**config.mk**
```make
export PLATFORM = sky130hd
export DESIGN_NAME = slide_pot_scheduler
export DESIGN_NICKNAME = d
export VERILOG_FILES = /design/src/rtl/eq_pkg.sv /design/src/rtl/pot_regfile.sv /design/src/rtl/slide_pot_scheduler.sv
export SDC_FILE = /design/constraint.sdc
export NUM_CORES = 1
export LEC_CHECK = 0
export BUFFER_PORTS_ARGS = -buffer_cell sky130_fd_sc_hd__buf_2
export CAP_MARGIN = 15
export CORE_MARGIN = 2
export CORE_UTILIZATION = 58
export DETAILED_ROUTE_END_ITERATION = 16
export GPL_TIMING_DRIVEN = 0
export PLACE_DENSITY = 0.85
export SLEW_MARGIN = 20
export SYNTH_ARGS = -nofsm -noshare
export SYNTH_HDL_FRONTEND = slang
export SYNTH_SLANG_ARGS = --single-unit
```
**constraint.sdc**
```tcl
create_clock -name clk -period 6.1 [get_ports clk]
set_clock_uncertainty 0.2 [all_clocks]
set_input_delay 1.22 -clock clk [delete_from_list [all_inputs] [get_ports clk]]
set_output_delay 1.22 -clock clk [all_outputs]
set_load 0.01 [all_outputs]
```
**src/rtl/eq_pkg.sv**
```systemverilog
// Shared definitions for the equalizer slide-pot scanner: pot slots, channel map, reset gain.
package eq_pkg;

  localparam int          NUM_POTS  = 6;
  localparam logic [11:0] POT_RESET = 12'h800;

  typedef enum logic [2:0] {
    SLOT_LP  = 3'd0,
    SLOT_B1  = 3'd1,
    SLOT_B2  = 3'd2,
    SLOT_B3  = 3'd3,
    SLOT_HP  = 3'd4,
    SLOT_VOL = 3'd5
  } slot_e;

  // ADC channel wired to each pot, indexed by slot
  localparam logic [2:0] SLOT_CHNNL [NUM_POTS] = '{3'd1, 3'd0, 3'd4, 3'd2, 3'd3, 3'd7};

  typedef enum logic [1:0] {
    ST_IDLE,
    ST_START,
    ST_WAIT,
    ST_GAP
  } state_e;

endpackage

```
**src/rtl/pot_regfile.sv**
```systemverilog
// Six 12-bit gain registers written one at a time by slot index.
// Build option POT_SMOOTH_EN: each write becomes a first-order IIR step toward the new reading.
module pot_regfile
  import eq_pkg::*;
(
  input  logic                       clk,
  input  logic                       rst_n,
  input  logic                       we,
  input  logic [2:0]                 widx,
  input  logic [11:0]                wdata,
  output logic [NUM_POTS-1:0][11:0]  pots
);

  for (genvar gi = 0; gi < NUM_POTS; gi++) begin : g_pot
    logic        sel;
    logic [11:0] pot_q;
    logic [11:0] pot_d;

    assign sel       = we && (widx == 3'(gi));
    assign pots[gi]  = pot_q;

`ifdef POT_SMOOTH_EN
    logic               primed_q;
    logic signed [13:0] diff;
    logic signed [13:0] step;
    logic signed [13:0] sum;
    logic               smooth_unused;

    assign diff          = $signed({2'b00, wdata}) - $signed({2'b00, pot_q});
    assign step          = diff >>> 2;
    assign sum           = $signed({2'b00, pot_q}) + step;
    assign smooth_unused = ^sum[13:12];
    // The first reading after reset seeds the filter instead of crawling up from unity
    assign pot_d         = primed_q ? sum[11:0] : wdata;

    always_ff @(posedge clk or negedge rst_n) begin
      if (!rst_n) begin
        pot_q    <= POT_RESET;
        primed_q <= 1'b0;
      end else if (sel) begin
        pot_q    <= pot_d;
        primed_q <= 1'b1;
      end
    end
`else
    assign pot_d = wdata;

    always_ff @(posedge clk or negedge rst_n) begin
      if (!rst_n) begin
        pot_q <= POT_RESET;
      end else if (sel) begin
        pot_q <= pot_d;
      end
    end
`endif
  end

endmodule

```
**src/rtl/slide_pot_scheduler.sv**
```systemverilog
// Round-robin ADC scheduler for the six equalizer pots with watchdog and sweep tracking.
// Optional smoothing of each reading is enabled by defining POT_SMOOTH_EN.
module slide_pot_scheduler
  import eq_pkg::*;
#(
  parameter int GAP_CYC     = 64,
  parameter int TIMEOUT_CYC = 2048
) (
  input  logic                clk,
  input  logic                rst_n,
  input  logic                en,
  output logic                strt_cnv,
  output logic [2:0]          chnnl,
  input  logic                cnv_cmplt,
  input  logic [11:0]         res,
  output logic [11:0]         POT_LP,
  output logic [11:0]         POT_B1,
  output logic [11:0]         POT_B2,
  output logic [11:0]         POT_B3,
  output logic [11:0]         POT_HP,
  output logic [11:0]         VOL_POT,
  output logic [NUM_POTS-1:0] pot_upd,
  output logic                sweep_done,
  output logic                all_valid,
  output logic                timeout_err
);

  localparam int              WD_W     = $clog2(TIMEOUT_CYC);
  localparam int              GP_W     = $clog2(GAP_CYC);
  localparam logic [WD_W-1:0] WD_LAST  = WD_W'(TIMEOUT_CYC - 1);
  // Completion cycle plus GAP_CYC-1 gap cycles puts the next start GAP_CYC cycles later
  localparam logic [GP_W-1:0] GAP_LAST = GP_W'(GAP_CYC - 2);

  state_e              state_q, state_d;
  slot_e               slot_q, slot_d;
  logic [WD_W-1:0]     wdog_q, wdog_d;
  logic [GP_W-1:0]     gap_q, gap_d;
  logic                dirty_q, dirty_d;
  logic [NUM_POTS-1:0] pot_upd_q, pot_upd_d;
  logic                sweep_done_q, sweep_done_d;
  logic                all_valid_q, all_valid_d;
  logic                timeout_err_q, timeout_err_d;
  logic                we;
  logic [NUM_POTS-1:0][11:0] pots;

  always_comb begin
    state_d       = state_q;
    slot_d        = slot_q;
    wdog_d        = wdog_q;
    gap_d         = gap_q;
    dirty_d       = dirty_q;
    pot_upd_d     = '0;
    sweep_done_d  = 1'b0;
    all_valid_d   = all_valid_q;
    timeout_err_d = timeout_err_q;
    we            = 1'b0;

    case (state_q)
      ST_IDLE: begin
        if (en) state_d = ST_START;
      end
      ST_START: begin
        wdog_d  = '0;
        state_d = ST_WAIT;
      end
      ST_WAIT: begin
        wdog_d = wdog_q + 1'b1;
        // Completion is tested first so it beats a same-cycle watchdog expiry
        if (cnv_cmplt) begin
          we        = 1'b1;
          pot_upd_d = NUM_POTS'(1) << slot_q;
          gap_d     = '0;
          state_d   = ST_GAP;
        end else if (wdog_q == WD_LAST) begin
          timeout_err_d = 1'b1;
          dirty_d       = 1'b1;
          gap_d         = '0;
          state_d       = ST_GAP;
        end
      end
      ST_GAP: begin
        gap_d = gap_q + 1'b1;
        if (gap_q == GAP_LAST) begin
          if (slot_q == SLOT_VOL) begin
            slot_d       = SLOT_LP;
            sweep_done_d = 1'b1;
            if (!dirty_q) all_valid_d = 1'b1;
            dirty_d      = 1'b0;
          end else begin
            slot_d = slot_e'(slot_q + 3'd1);
          end
          state_d = en ? ST_START : ST_IDLE;
        end
      end
      default: state_d = ST_IDLE;
    endcase
  end

  always_ff @(posedge clk or negedge rst_n) begin
    if (!rst_n) begin
      state_q       <= ST_IDLE;
      slot_q        <= SLOT_LP;
      wdog_q        <= '0;
      gap_q         <= '0;
      dirty_q       <= 1'b0;
      pot_upd_q     <= '0;
      sweep_done_q  <= 1'b0;
      all_valid_q   <= 1'b0;
      timeout_err_q <= 1'b0;
    end else begin
      state_q       <= state_d;
      slot_q        <= slot_d;
      wdog_q        <= wdog_d;
      gap_q         <= gap_d;
      dirty_q       <= dirty_d;
      pot_upd_q     <= pot_upd_d;
      sweep_done_q  <= sweep_done_d;
      all_valid_q   <= all_valid_d;
      timeout_err_q <= timeout_err_d;
    end
  end

  pot_regfile u_regs (
    .clk   (clk),
    .rst_n (rst_n),
    .we    (we),
    .widx  (slot_q),
    .wdata (res),
    .pots  (pots)
  );

  assign strt_cnv    = (state_q == ST_START);
  assign chnnl       = SLOT_CHNNL[slot_q];
  assign pot_upd     = pot_upd_q;
  assign sweep_done  = sweep_done_q;
  assign all_valid   = all_valid_q;
  assign timeout_err = timeout_err_q;

  assign POT_LP  = pots[0];
  assign POT_B1  = pots[1];
  assign POT_B2  = pots[2];
  assign POT_B3  = pots[3];
  assign POT_HP  = pots[4];
  assign VOL_POT = pots[5];

endmodule

```
## Word level (Yosys, flattened, before mapping)

Memories as Yosys holds them, arrays and structs flattened.
Index checks and enable logic that the tools add are counted.
W data, S select, Z words.

| word-level totals | value |
|---|---|
| flip-flop bits (word level) | 104 |
| bits in latches | 0 |
| RAM bits | 0 |
| ROM bits | 24 |
| bits of input ports | 16 |
| output and inout bits | 85 |
| logic and storage cells | 81 |
| memories kept | 1 |

Memory list:

| memory | words | width | rd ports | clocked after memory_dff | write ports | line | RTL |
|---|---|---|---|---|---|---|---|
| (no name shown) | 8 | 3 | 1 | 0 | 0 | slide_pot_scheduler.sv:133 | `assign chnnl = SLOT_CHNNL[slot_q];` |

| cells by class | value |
|---|---|
| add/sub/neg operators | 3 |
| $mul | 0 |
| divide/modulo/power cells | 0 |
| $lt $le $gt $ge | 1 |
| equality and inequality tests | 16 |
| shifts and indexed selects | 1 |
| multiplexer cells | 25 |
| bitwise gates (word level) | 3 |
| reductions and logical operators | 16 |

Operators by type and width:

| cell | number |
|---|---|
| $mux W6 | 4 |
| $pmux W11 S2 | 1 |
| $pmux W6 S2 | 1 |
| $add A11 B1 Y11 const B | 1 |
| $eq A11 B11 Y1 const B | 1 |
| $mux W1 | 10 |
| $ne A2 B2 Y1 const B | 5 |
| $mux W3 | 3 |
| $mux W2 | 4 |
| $pmux W2 S4 | 1 |
| $add A6 B1 Y6 const B | 1 |
| $eq A3 B2 Y1 const B | 2 |
| $eq A3 B3 Y1 const B | 2 |
| $eq A6 B6 Y1 const B | 1 |
| $logic_and A1 B1 Y1 | 6 |
| $reduce_and A3 Y1 | 2 |
| $shl A1 B3 Y6 const A | 1 |
| $reduce_and A5 Y1 | 1 |
| $eq A2 B2 Y1 const B | 2 |
| $ge A4 B4 Y1 const B | 1 |
| $not A3 Y4 | 1 |
| $reduce_and A2 Y1 | 2 |
| $reduce_and A4 Y1 | 1 |
| $reduce_bool A2 Y1 | 2 |
| other kinds (8) | 9 |

## Depth between registers and ports, before layout

Gate-level depths: netlist (run 1).

| depth | value |
|---|---|
| depth in word-level cells | 4 |
| depth in mapped cells | 7 |
| gate-level depth less buffers | 6 |

## Cells and area by module

From an unflattened synthesis (run 1), not the netlist that was laid out.

| unflattened totals | value |
|---|---|
| cell total of the unflattened synthesis | 335 |
| area, all modules | 4,654.5 µm² |

By module, submodules not included:

| module | instances | cells each | area each (µm²) | sequential area each (µm²) |
|---|---|---|---|---|
| pot_regfile | 1 | 156 | 2,890.3 | 1,809.2 |
| slide_pot_scheduler | 1 | 179 | 1,764.2 | 800.8 |

## Least setup slack after synthesis (run 1)

Ideal clock, no wire load.

| timing path | value |
|---|---|
| path kind | input -> register |
| start point | input port cnv_cmplt |
| end point | register u_regs.g_pot[0].pot_q[10] |
| library setup time | 0.125 ns |
| data arrival time | 2.291 ns |
| data required time | 5.775 ns |
| setup slack | 3.483 ns |
| stages | 5 |
| buffers on the path | 2 |
| cells stage by stage | nand2_2 -> or4_1 -> clkbuf_1 -> buf_6 -> mux2_4 |

| between the ends | value |
|---|---|
| cells in the longest elaborated chain, start to end | 3 |

Ends and longest elaborated chain:

| what | line | RTL |
|---|---|---|
| start, declared | slide_pot_scheduler.sv:14 | `input logic cnv_cmplt,` |
| $mux W1 | slide_pot_scheduler.sv:69 | `if (cnv_cmplt) begin` |
| $mux W1 | slide_pot_scheduler.sv:58 | `case (state_q)` |
| $logic_and A1 B1 Y1 | pot_regfile.sv:19 | `assign sel = we && (widx == 3'(gi));` |
| end signal, assigned | pot_regfile.sv:52 | `pot_q <= pot_d;` |
| end, declared | pot_regfile.sv:16 | `logic [11:0] pot_q;` |

Every way passes these cells.
A chain may end at the register's enable or synchronous reset.

## Final worst setup path (run 1)

| timing path | value |
|---|---|
| start point | register slot_q[1] |
| end point | output port chnnl[1] |

| between the ends | value |
|---|---|
| cells in the longest elaborated chain, start to end | 4 |

Ends and longest elaborated chain:

| what | line | RTL |
|---|---|---|
| start, declared | slide_pot_scheduler.sv:35 | `slot_e slot_q, slot_d;` |
| start signal, assigned | slide_pot_scheduler.sv:112 | `slot_q <= slot_d;` |
| $not A3 Y4 (not written as such) | slide_pot_scheduler.sv:133 |  |
| $mem_v2 Z8 W3 | -- |  |
| $mux W3 (not written as such) (2 in a row) | slide_pot_scheduler.sv:133 |  |
| end, declared | slide_pot_scheduler.sv:13 | `output logic [2:0] chnnl,` |

Every way passes these cells. The select of a mux whose other input is x is not followed.

==> results of run 1 <==
==> stage by stage <==
step                instance area, µm²  utilization (%)  setup WS [ps]
floorplan                         4413                -           3483
CTS                               5248            71.96           3120
global route                      5248            71.96           3016
detailed placement                5071            69.54           3010
global placement                  5037            69.08           2553
finish                            5248            71.96           3119
==> sequential cells by signal (all words and copies together) (netlist names) <==
signal / count
all_valid: 1
timeout_err: 1
gap_q: 6
sweep_done: 1
u_regs.g_pot.pot_q: 72
dirty_q: 1
state_q: 2
pot_upd: 6
wdog_q: 11
slot_q: 3
==> cell families (layout without fill, tap and decap cells) <==
| kind of cell | Yosys count | in the layout | share of synthesized area, % |
|---|---|---|---|
| flops | 104 | 104 | 59.14 |
| mux | 77 | 77 | 20.44 |
| compound gates | 27 | 27 | 3.913 |
| buf+inv | 26 | 142 | 2.608 |
| fa+ha+maj | 9 | 9 | 2.552 |
| simple gates | 73 | 73 | 9.754 |
| xor+xnor | 8 | 8 | 1.588 |
==> cell usage in the layout, fill, tap and decap left out, drive strengths merged, types with 5 or more instances in the layout <==
cell type  count
mux2          75
dfstp          6
nand3         16
o21ai         12
xor2           7
dfrtp         98
inv           15
clkbuf        14
nor3           5
ha             9
nand2         15
nand4          5
nor2          10
buf          109
==> final cells by class <==
type	instances	area, µm²
buffer	13	66.31
clock buffer	9	123.9
timing repair buffer	101	534.3
sequential	104	2610
inverter	13	48.80
multi-input combinational	194	1688
clock inverter	6	52.55
tap	99	123.9
fill	507	2044
==> worst min-delay path by stage <==
stage	end	startpoint	cells after the start	slack, ps
finish	u_regs.g_pot[2].pot_q[5]$_DFFE_PN0P_	u_regs.g_pot[2].pot_q[5]$_DFFE_PN0P_	1	290
floorplan	all_valid$_DFFE_PN0P_	dirty_q$_DFFE_PN0P_	1	250
CTS	u_regs.g_pot[2].pot_q[5]$_DFFE_PN0P_	u_regs.g_pot[2].pot_q[5]$_DFFE_PN0P_	1	290
detailed placement	u_regs.g_pot[4].pot_q[4]$_DFFE_PN0P_	u_regs.g_pot[4].pot_q[4]$_DFFE_PN0P_	1	270
global placement	timeout_err$_DFFE_PN0P_	timeout_err$_DFFE_PN0P_	1	250
global route	u_regs.g_pot[2].pot_q[5]$_DFFE_PN0P_	u_regs.g_pot[2].pot_q[5]$_DFFE_PN0P_	1	310
==> metal layers <==
layer / up-vias / part of all wire [%]
met5: - / 0
met4: 0 / 1.9
met3: 19 / 4.2
met2: 82 / 50
met1: 1533 / 44
li1: 1376 / -
==> power breakdown <==
group / internal [mW] / total (mW) / leakage, nW / switching (mW)
clock network: 0.152 / 0.392 / 0.0838 / 0.240
logic: 0.193 / 0.423 / 1.41 / 0.230
registers: 0.763 / 0.824 / 1.39 / 0.0612
total: 1.11 / 1.64 / 2.88 / 0.532
==> impl_table.tex, run 1 <==
\begin{tabular}{lr}
\hline
Metric & Value \\
\hline
\multicolumn{2}{l}{\textbf{STA}} \\
\quad RSZ-0062 raised after global routing & false \\
\quad Worst slack on hold paths & 289.1 ps \\
\quad Final Hold Fails & 0 \\
\quad Minimum clock period after layout & 2981 ps \\
\quad Slew at the pin with the worst max-slew slack & 617.4 ps \\
\quad Endpoints failing setup & 0 \\
\quad Final Slew Violations & 0 \\
\quad Maximum operating frequency & 0.3355 GHz \\
\quad Headroom to the max-slew limit & 58.84\% \\
\quad Period utilisation layout & 48.86\% \\
\quad Accumulated negative setup slack & 0 ps \\
\multicolumn{2}{l}{\textbf{Global routing}} \\
\quad Global routing met3 resource utilization & 5.311\% \\
\quad Global-route wire length before repair & 15,200 µm \\
\quad Met1 usage in global routing & 30.18\% \\
\quad GR Util All Layers & 23.49\% \\
\quad Largest net degree at the start of global routing & 73 \\
\quad Routing layer with the top usage in global route & met2 \\
\quad Initial antenna violation count & 0 \\
\quad Final global-route overflow total & 0 \\
\quad Via count of the first global-routing pass & 2,976 \\
\quad GR Util met2 & 39.44\% \\
\multicolumn{2}{l}{\textbf{Power and ir drop}} \\
\quad Pwr per Cell Area & 312.4 nW/µm² \\
\quad Maximum vdd drop & 0.2273 mV \\
\quad Pleak & 2.883 nW \\
\quad Overall power consumption & 1.639 mW \\
\multicolumn{2}{l}{\textbf{Run}} \\
\quad Max\_cap viols & 0 \\
\multicolumn{2}{l}{\textbf{Logic synthesis}} \\
\quad Fraction of the yosys area taken by sequential cells & 59.14\% \\
\quad Total of flip-flops plus latches after synthesis & 104 \\
\quad Primary flip-flop cell chosen by synthesis mapping & sky130\_fd\_sc\_hd\_\_dfrtp\_1 \\
\quad Post-synth top area cell & sky130\_fd\_sc\_hd\_\_dfrtp\_1 \\
\quad Post-synthesis net count & 349 \\
\quad Post-synthesis average cell area & 13.62 µm² \\
\quad Biggest area contributors in the synthesized netlist & sky130\_fd\_sc\_hd\_\_dfrtp\_1, sky130\_fd\_sc\_hd\_\_mux2\_2, sky130\_fd\_sc\_hd\_\_dfstp\_2 \\
\quad Number of warnings printed during yosys synthesis & 0 \\
\quad Post-synth top cells & sky130\_fd\_sc\_hd\_\_dfrtp\_1, sky130\_fd\_sc\_hd\_\_mux2\_2, sky130\_fd\_sc\_hd\_\_nand3\_1 \\
\quad Number of enable-type register cells in the synthesized netlist & 0 \\
\quad Post-synthesis cell type count & 52 \\
\quad Cell count after synthesis & 324 \\
\quad Synth Cell Area & 4413 µm² \\
\quad Asr flop ratio synth & 100.0\% \\
\quad Top cell type's share of synthesized area & 55.57\% \\
\quad Most common cell in the netlist & sky130\_fd\_sc\_hd\_\_dfrtp\_1 \\
\multicolumn{2}{l}{\textbf{Worst setup path}} \\
\quad Critical path class & reg -> out \\
\quad Cell count along the critical path & 5 \\
\quad CP max stage delay & 570 ps \\
\quad Crit path launch & slot\_q[1]\$\_DFFE\_PN0P\_ \\
\quad Crit path arrival time & 1560 ps \\
\quad Worst reg2reg endpoint & u\_regs.g\_pot[1].pot\_q[7]\$\_DFFE\_PN0P\_ \\
\quad Critical path's slowest cell & sky130\_fd\_sc\_hd\_\_dfrtp\_1 \\
\quad Worst Setup EP & chnnl[1] \\
\quad Worst-path maximum fanout & 9 \\
\quad Cell seen most often among critical-path stages & sky130\_fd\_sc\_hd\_\_inv\_1 \\
\quad Worst path bufs/invs & 3 \\
\quad Worst flop-to-flop path startpoint & state\_q[0]\$\_DFFE\_PN0P\_ \\
\quad Startpoint kind of the worst setup timing path & register \\
\quad Flop2flop setup slack & 3590 ps \\
\quad Worst-path cell chain & and2\_1 -> inv\_1 -> ha\_1 -> inv\_1 -> buf\_2 \\
\quad Critical path required time & 4680 ps \\
\quad Family with the most delay on the worst path & flip-flops \\
\quad R2r worst-path depth & 6 \\
\quad CP endpoint kind & output pin \\
\multicolumn{2}{l}{\textbf{Final layout}} \\
\quad Fraction of layout instances using a drive strength above 1 & 47.27\% \\
\quad Synthesis-to-finish area growth & 18.91\% \\
\quad Final-stage net count & 461 \\
\quad Final std cells w/o fill & 539 \\
\quad Antenna diode count & 0 \\
\multicolumn{2}{l}{\textbf{Detailed routing}} \\
\quad Count of TritonRoute iterations in the first routing pass & 4 \\
\quad Number of nets still failing antenna checks after routing & 0 \\
\quad Via/cell ratio & 5.584 \\
\quad DRC Markers & 0 \\
\quad WL/cell & 17.22 µm \\
\quad Vias after detailed routing & 3,010 \\
\quad Routed Wire Length & 9283 µm \\
\quad Starting DRT DRC Count & 100 \\
\multicolumn{2}{l}{\textbf{Clock tree}} \\
\quad Hold buffers post-CTS & 0 \\
\quad Clock insertion delay at the later pin of the skew report & 370 ps \\
\quad Reg clk slew, reported paths & 100 ps \\
\quad H-tree lvl count & 3 \\
\quad Number of buffers created by CTS & 9 \\
\quad Number of instances resized during post-cts repair & 0 \\
\quad Clock Tree Root & sky130\_fd\_sc\_hd\_\_clkbuf\_8 \\
\quad Number of buffers inserted by post-CTS setup repair & 0 \\
\quad TritonCTS sink count & 104 \\
\quad Clock Tree Buf Depth & 2 \\
\quad CTS tree & yes \\
\multicolumn{2}{l}{\textbf{Floorplan}} \\
\quad Area of the core & 7292 µm² \\
\quad Effective utilization at floorplan & 60.52\% \\
\quad Y dimension of the die & 91.23 µm \\
\quad Die outline width & 91.23 µm \\
\quad Total die area & 8322 µm² \\
\quad Count of boundary I/O pins & 101 \\
\quad Number of placement rows & 31 \\
\multicolumn{2}{l}{\textbf{Place}} \\
\quad GP Congestion & 0.8408 \\
\quad Number of placed instances with taps included & 524 \\
\quad HPWL Detailed & 6698 µm \\
\quad Port Buf Inserts & 100 \\
\multicolumn{2}{l}{\textbf{Status}} \\
\quad Run status & finished clean \\
\multicolumn{2}{l}{\textbf{Worst hold path}} \\
\quad Type of the tightest min-delay check & reg -> reg \\
\hline
\end{tabular}
No activity file was read; power rests on OpenSTA's default activity.
==> inputs of run 2 (changes only) <==
--- a/config.mk
+++ b/config.mk
@@ -8,10 +8,10 @@
 export BUFFER_PORTS_ARGS = -buffer_cell sky130_fd_sc_hd__buf_2
 export CAP_MARGIN = 15
 export CORE_MARGIN = 2
-export CORE_UTILIZATION = 58
+export CORE_UTILIZATION = 54
 export DETAILED_ROUTE_END_ITERATION = 16
 export GPL_TIMING_DRIVEN = 0
-export PLACE_DENSITY = 0.85
+export PLACE_DENSITY = 0.8
 export SLEW_MARGIN = 20
 export SYNTH_ARGS = -nofsm -noshare
 export SYNTH_HDL_FRONTEND = slang
==> constraint.sdc (replaced) <==
create_clock -name clk -period 3.1 [get_ports clk]
set_clock_uncertainty 0.2 [all_clocks]
set_input_delay 0.62 -clock clk [delete_from_list [all_inputs] [get_ports clk]]
set_output_delay 0.62 -clock clk [all_outputs]
set_load 0.01 [all_outputs]
==> impl_table.tex, run 2 (synthesized netlist as in run 1, its figures left out) <==
\begin{tabular}{lr}
\hline
Metric & Value \\
\hline
\multicolumn{2}{l}{\textbf{Place}} \\
\quad GP Congestion & 0.8041 \\
\quad Area of placed instances & 5075 µm² \\
\quad Port Buf Inserts & 100 \\
\quad Placement Setup Slack & 556.1 ps \\
\quad HPWL Detailed & 6409 µm \\
\quad Number of placed instances with taps included & 527 \\
\multicolumn{2}{l}{\textbf{Final layout}} \\
\quad Final std cells w/o fill & 544 \\
\quad Storage cell area & 2610 µm² \\
\quad Most frequent standard cell in the layout excluding fill and tap cells & sky130\_fd\_sc\_hd\_\_buf\_2 \\
\quad Fraction of layout instances using a drive strength above 1 & 47.06\% \\
\quad Post-route cell area & 5271 µm² \\
\quad Synthesis-to-finish area growth & 19.45\% \\
\quad Biggest regs & u\_regs.g\_pot.pot\_q x72, wdog\_q x11 \\
\quad Final-stage net count & 462 \\
\quad Antenna diode count & 0 \\
\quad Multi-input gate area in the final layout & 1688 µm² \\
\quad Layout fillers & 573 \\
\quad Largest reg by FF count & u\_regs.g\_pot.pot\_q \\
\quad Commonest cells after routing, fill and taps aside & sky130\_fd\_sc\_hd\_\_buf\_2, sky130\_fd\_sc\_hd\_\_dfrtp\_1, sky130\_fd\_sc\_hd\_\_mux2\_2 \\
\quad Flip-flop count of the largest register, all copies and words added & 72 \\
\multicolumn{2}{l}{\textbf{Worst hold path}} \\
\quad Type of the tightest min-delay check & reg -> reg \\
\quad Hold Crit Start & timeout\_err\$\_DFFE\_PN0P\_ \\
\multicolumn{2}{l}{\textbf{Power and ir drop}} \\
\quad Pwr per Cell Area & 617.7 nW/µm² \\
\quad Internal power & 2.196 mW \\
\quad Sequential power share & 49.7\% \\
\quad Pleak & 2.897 nW \\
\quad Combinational Power Share & 25.6\% \\
\quad Share of total power consumed by net switching & 32.57\% \\
\quad Maximum vdd drop & 0.3133 mV \\
\quad Clk pwr share & 24.7\% \\
\quad Total net switching power & 1.061 mW \\
\multicolumn{2}{l}{\textbf{Clock tree}} \\
\quad Number of buffers inserted by post-CTS setup repair & 0 \\
\quad H-tree lvl count & 3 \\
\quad TritonCTS sink count & 104 \\
\quad Clock Tree Root & sky130\_fd\_sc\_hd\_\_clkbuf\_8 \\
\quad CTS tree & yes \\
\quad Reg clk slew, reported paths & 100 ps \\
\quad Number of buffers created by CTS & 9 \\
\quad Clock Tree Buf Depth & 2 \\
\quad Number of instances resized during post-cts repair & 0 \\
\quad Clock insertion delay at the later pin of the skew report & 360 ps \\
\multicolumn{2}{l}{\textbf{Floorplan}} \\
\quad Total die area & 8911 µm² \\
\quad Area of the core & 7807 µm² \\
\quad Die outline width & 94.40 µm \\
\quad Count of boundary I/O pins & 101 \\
\quad Y dimension of the die & 94.40 µm \\
\quad Number of placement rows & 32 \\
\quad Effective utilization at floorplan & 56.52\% \\
\multicolumn{2}{l}{\textbf{STA}} \\
\quad Headroom to the max-slew limit & 60.02\% \\
\quad Worst Setup Slack, final & 550.4 ps \\
\quad Maximum operating frequency & 0.3922 GHz \\
\quad Final Slew Violations & 0 \\
\quad RSZ-0062 raised after global routing & false \\
\quad Endpoints failing setup & 0 \\
\quad Period utilisation layout & 82.25\% \\
\quad Minimum clock period after layout & 2550 ps \\
\quad Final Hold Fails & 0 \\
\quad Slew at the pin with the worst max-slew slack & 599.7 ps \\
\quad Worst slack on hold paths & 280.3 ps \\
\quad Accumulated negative setup slack & 0 ps \\
\multicolumn{2}{l}{\textbf{Detailed routing}} \\
\quad WL/cell & 16.74 µm \\
\quad Count of TritonRoute iterations in the first routing pass & 5 \\
\quad Number of nets still failing antenna checks after routing & 0 \\
\quad Via/cell ratio & 5.414 \\
\quad DRC Markers & 0 \\
\quad Vias after detailed routing & 2,945 \\
\quad Routed Wire Length & 9109 µm \\
\quad Starting DRT DRC Count & 226 \\
\multicolumn{2}{l}{\textbf{Status}} \\
\quad Run status & finished clean \\
\multicolumn{2}{l}{\textbf{Run}} \\
\quad Max\_cap viols & 0 \\
\multicolumn{2}{l}{\textbf{Worst setup path}} \\
\quad Critical path required time & 3150 ps \\
\quad Crit path arrival time & 2600 ps \\
\quad CP endpoint kind & register \\
\quad Startpoint kind of the worst setup timing path & register \\
\quad Worst-path maximum fanout & 10 \\
\quad Worst flop-to-flop path startpoint & state\_q[0]\$\_DFFE\_PN0P\_ \\
\quad Critical path class & reg -> reg \\
\quad Crit path launch & state\_q[0]\$\_DFFE\_PN0P\_ \\
\multicolumn{2}{l}{\textbf{Global routing}} \\
\quad GR Util All Layers & 21.77\% \\
\quad Via count of the first global-routing pass & 2,940 \\
\quad Initial antenna violation count & 0 \\
\quad Largest net degree at the start of global routing & 78 \\
\quad Final global-route overflow total & 0 \\
\quad Global-route wire length before repair & 14,570 µm \\
\hline
\end{tabular}
## run 2: changes by cell type in the layout (fill, tap and decap cells not counted)
cell	change
sky130_fd_sc_hd__inv_8	+2
sky130_fd_sc_hd__dlygate4sd3_1	+1
sky130_fd_sc_hd__clkinv_4	-1
sky130_fd_sc_hd__clkinvlp_4	-1
sky130_fd_sc_hd__clkbuf_1	+1
## run 2: layout make-up
type,count,share of cell area [%]
clock inverter,6,1.116
inverter,13,0.9257
timing repair buffer,102,10.33
clock buffer,10,2.421
sequential,104,49.51
tap,102,2.421
buffer,13,1.258
multi-input combinational,194,32.02
## run 2: metal layers
layer	up-vias	track usage [%]	part of all wire, %
li1	1369	-	-
met1	1461	29.21	44
met2	96	35.18	49
met3	19	4.469	5.1
met4	0	8.575	2.3
met5	-	0	0
## run 2: power by group through the flow
stage / Combinational (mW) / Sequential [mW] / Clock (mW)
finish: 0.835 / 1.62 / 0.803
global route: 0.938 / 1.64 / 0.875
CTS: 0.842 / 1.62 / 0.829
detailed placement: 0.834 / 1.64 / 0
global placement: 0.806 / 1.63 / 0
floorplan: 0.528 / 1.66 / 0
## run 2: through the flow
stage	power (mW)	util, %
2_1_floorplan	2.190	-
3_3_place_gp	2.437	64.57
3_5_place_dp	2.477	65.00
4_1_cts	3.287	67.52
5_1_grt	3.451	67.52
6_report	3.256	67.52
## run 2: path summary, 6_finish.rpt
| kind | end | slack (ps) | cells past startpoint |
|---|---|---|---|
| worst max-delay path | u_regs.g_pot[1].pot_q[8]$_DFFE_PN0P_ | 550 | 6 |
| worst min-delay path | timeout_err$_DFFE_PN0P_ | 280 | 1 |
| worst max register to register | u_regs.g_pot[1].pot_q[8]$_DFFE_PN0P_ | 550 | 6 |
| worst min register to register | timeout_err$_DFFE_PN0P_ | 280 | 1 |
| max in group asynchronous | u_regs.g_pot[1].pot_q[11]$_DFFE_PN1P_ | 1530 | 3 |
| min in group asynchronous | slot_q[0]$_DFFE_PN0P_ | 490 | 2 |
## run 2: what timing repair did
action,in CTS,in global routing
hold buffers,1,0
setup endpoints to repair,0,0
endpoints found under the hold margin,27,0
## run 2: critical path, stage by stage, from the launching register on
cell	delay, ps
sky130_fd_sc_hd__dfrtp_1	440
sky130_fd_sc_hd__inv_1	100
sky130_fd_sc_hd__ha_1	270
sky130_fd_sc_hd__nand2_2	150
sky130_fd_sc_hd__nor4b_2	500
sky130_fd_sc_hd__buf_2	390
sky130_fd_sc_hd__mux2_2	390
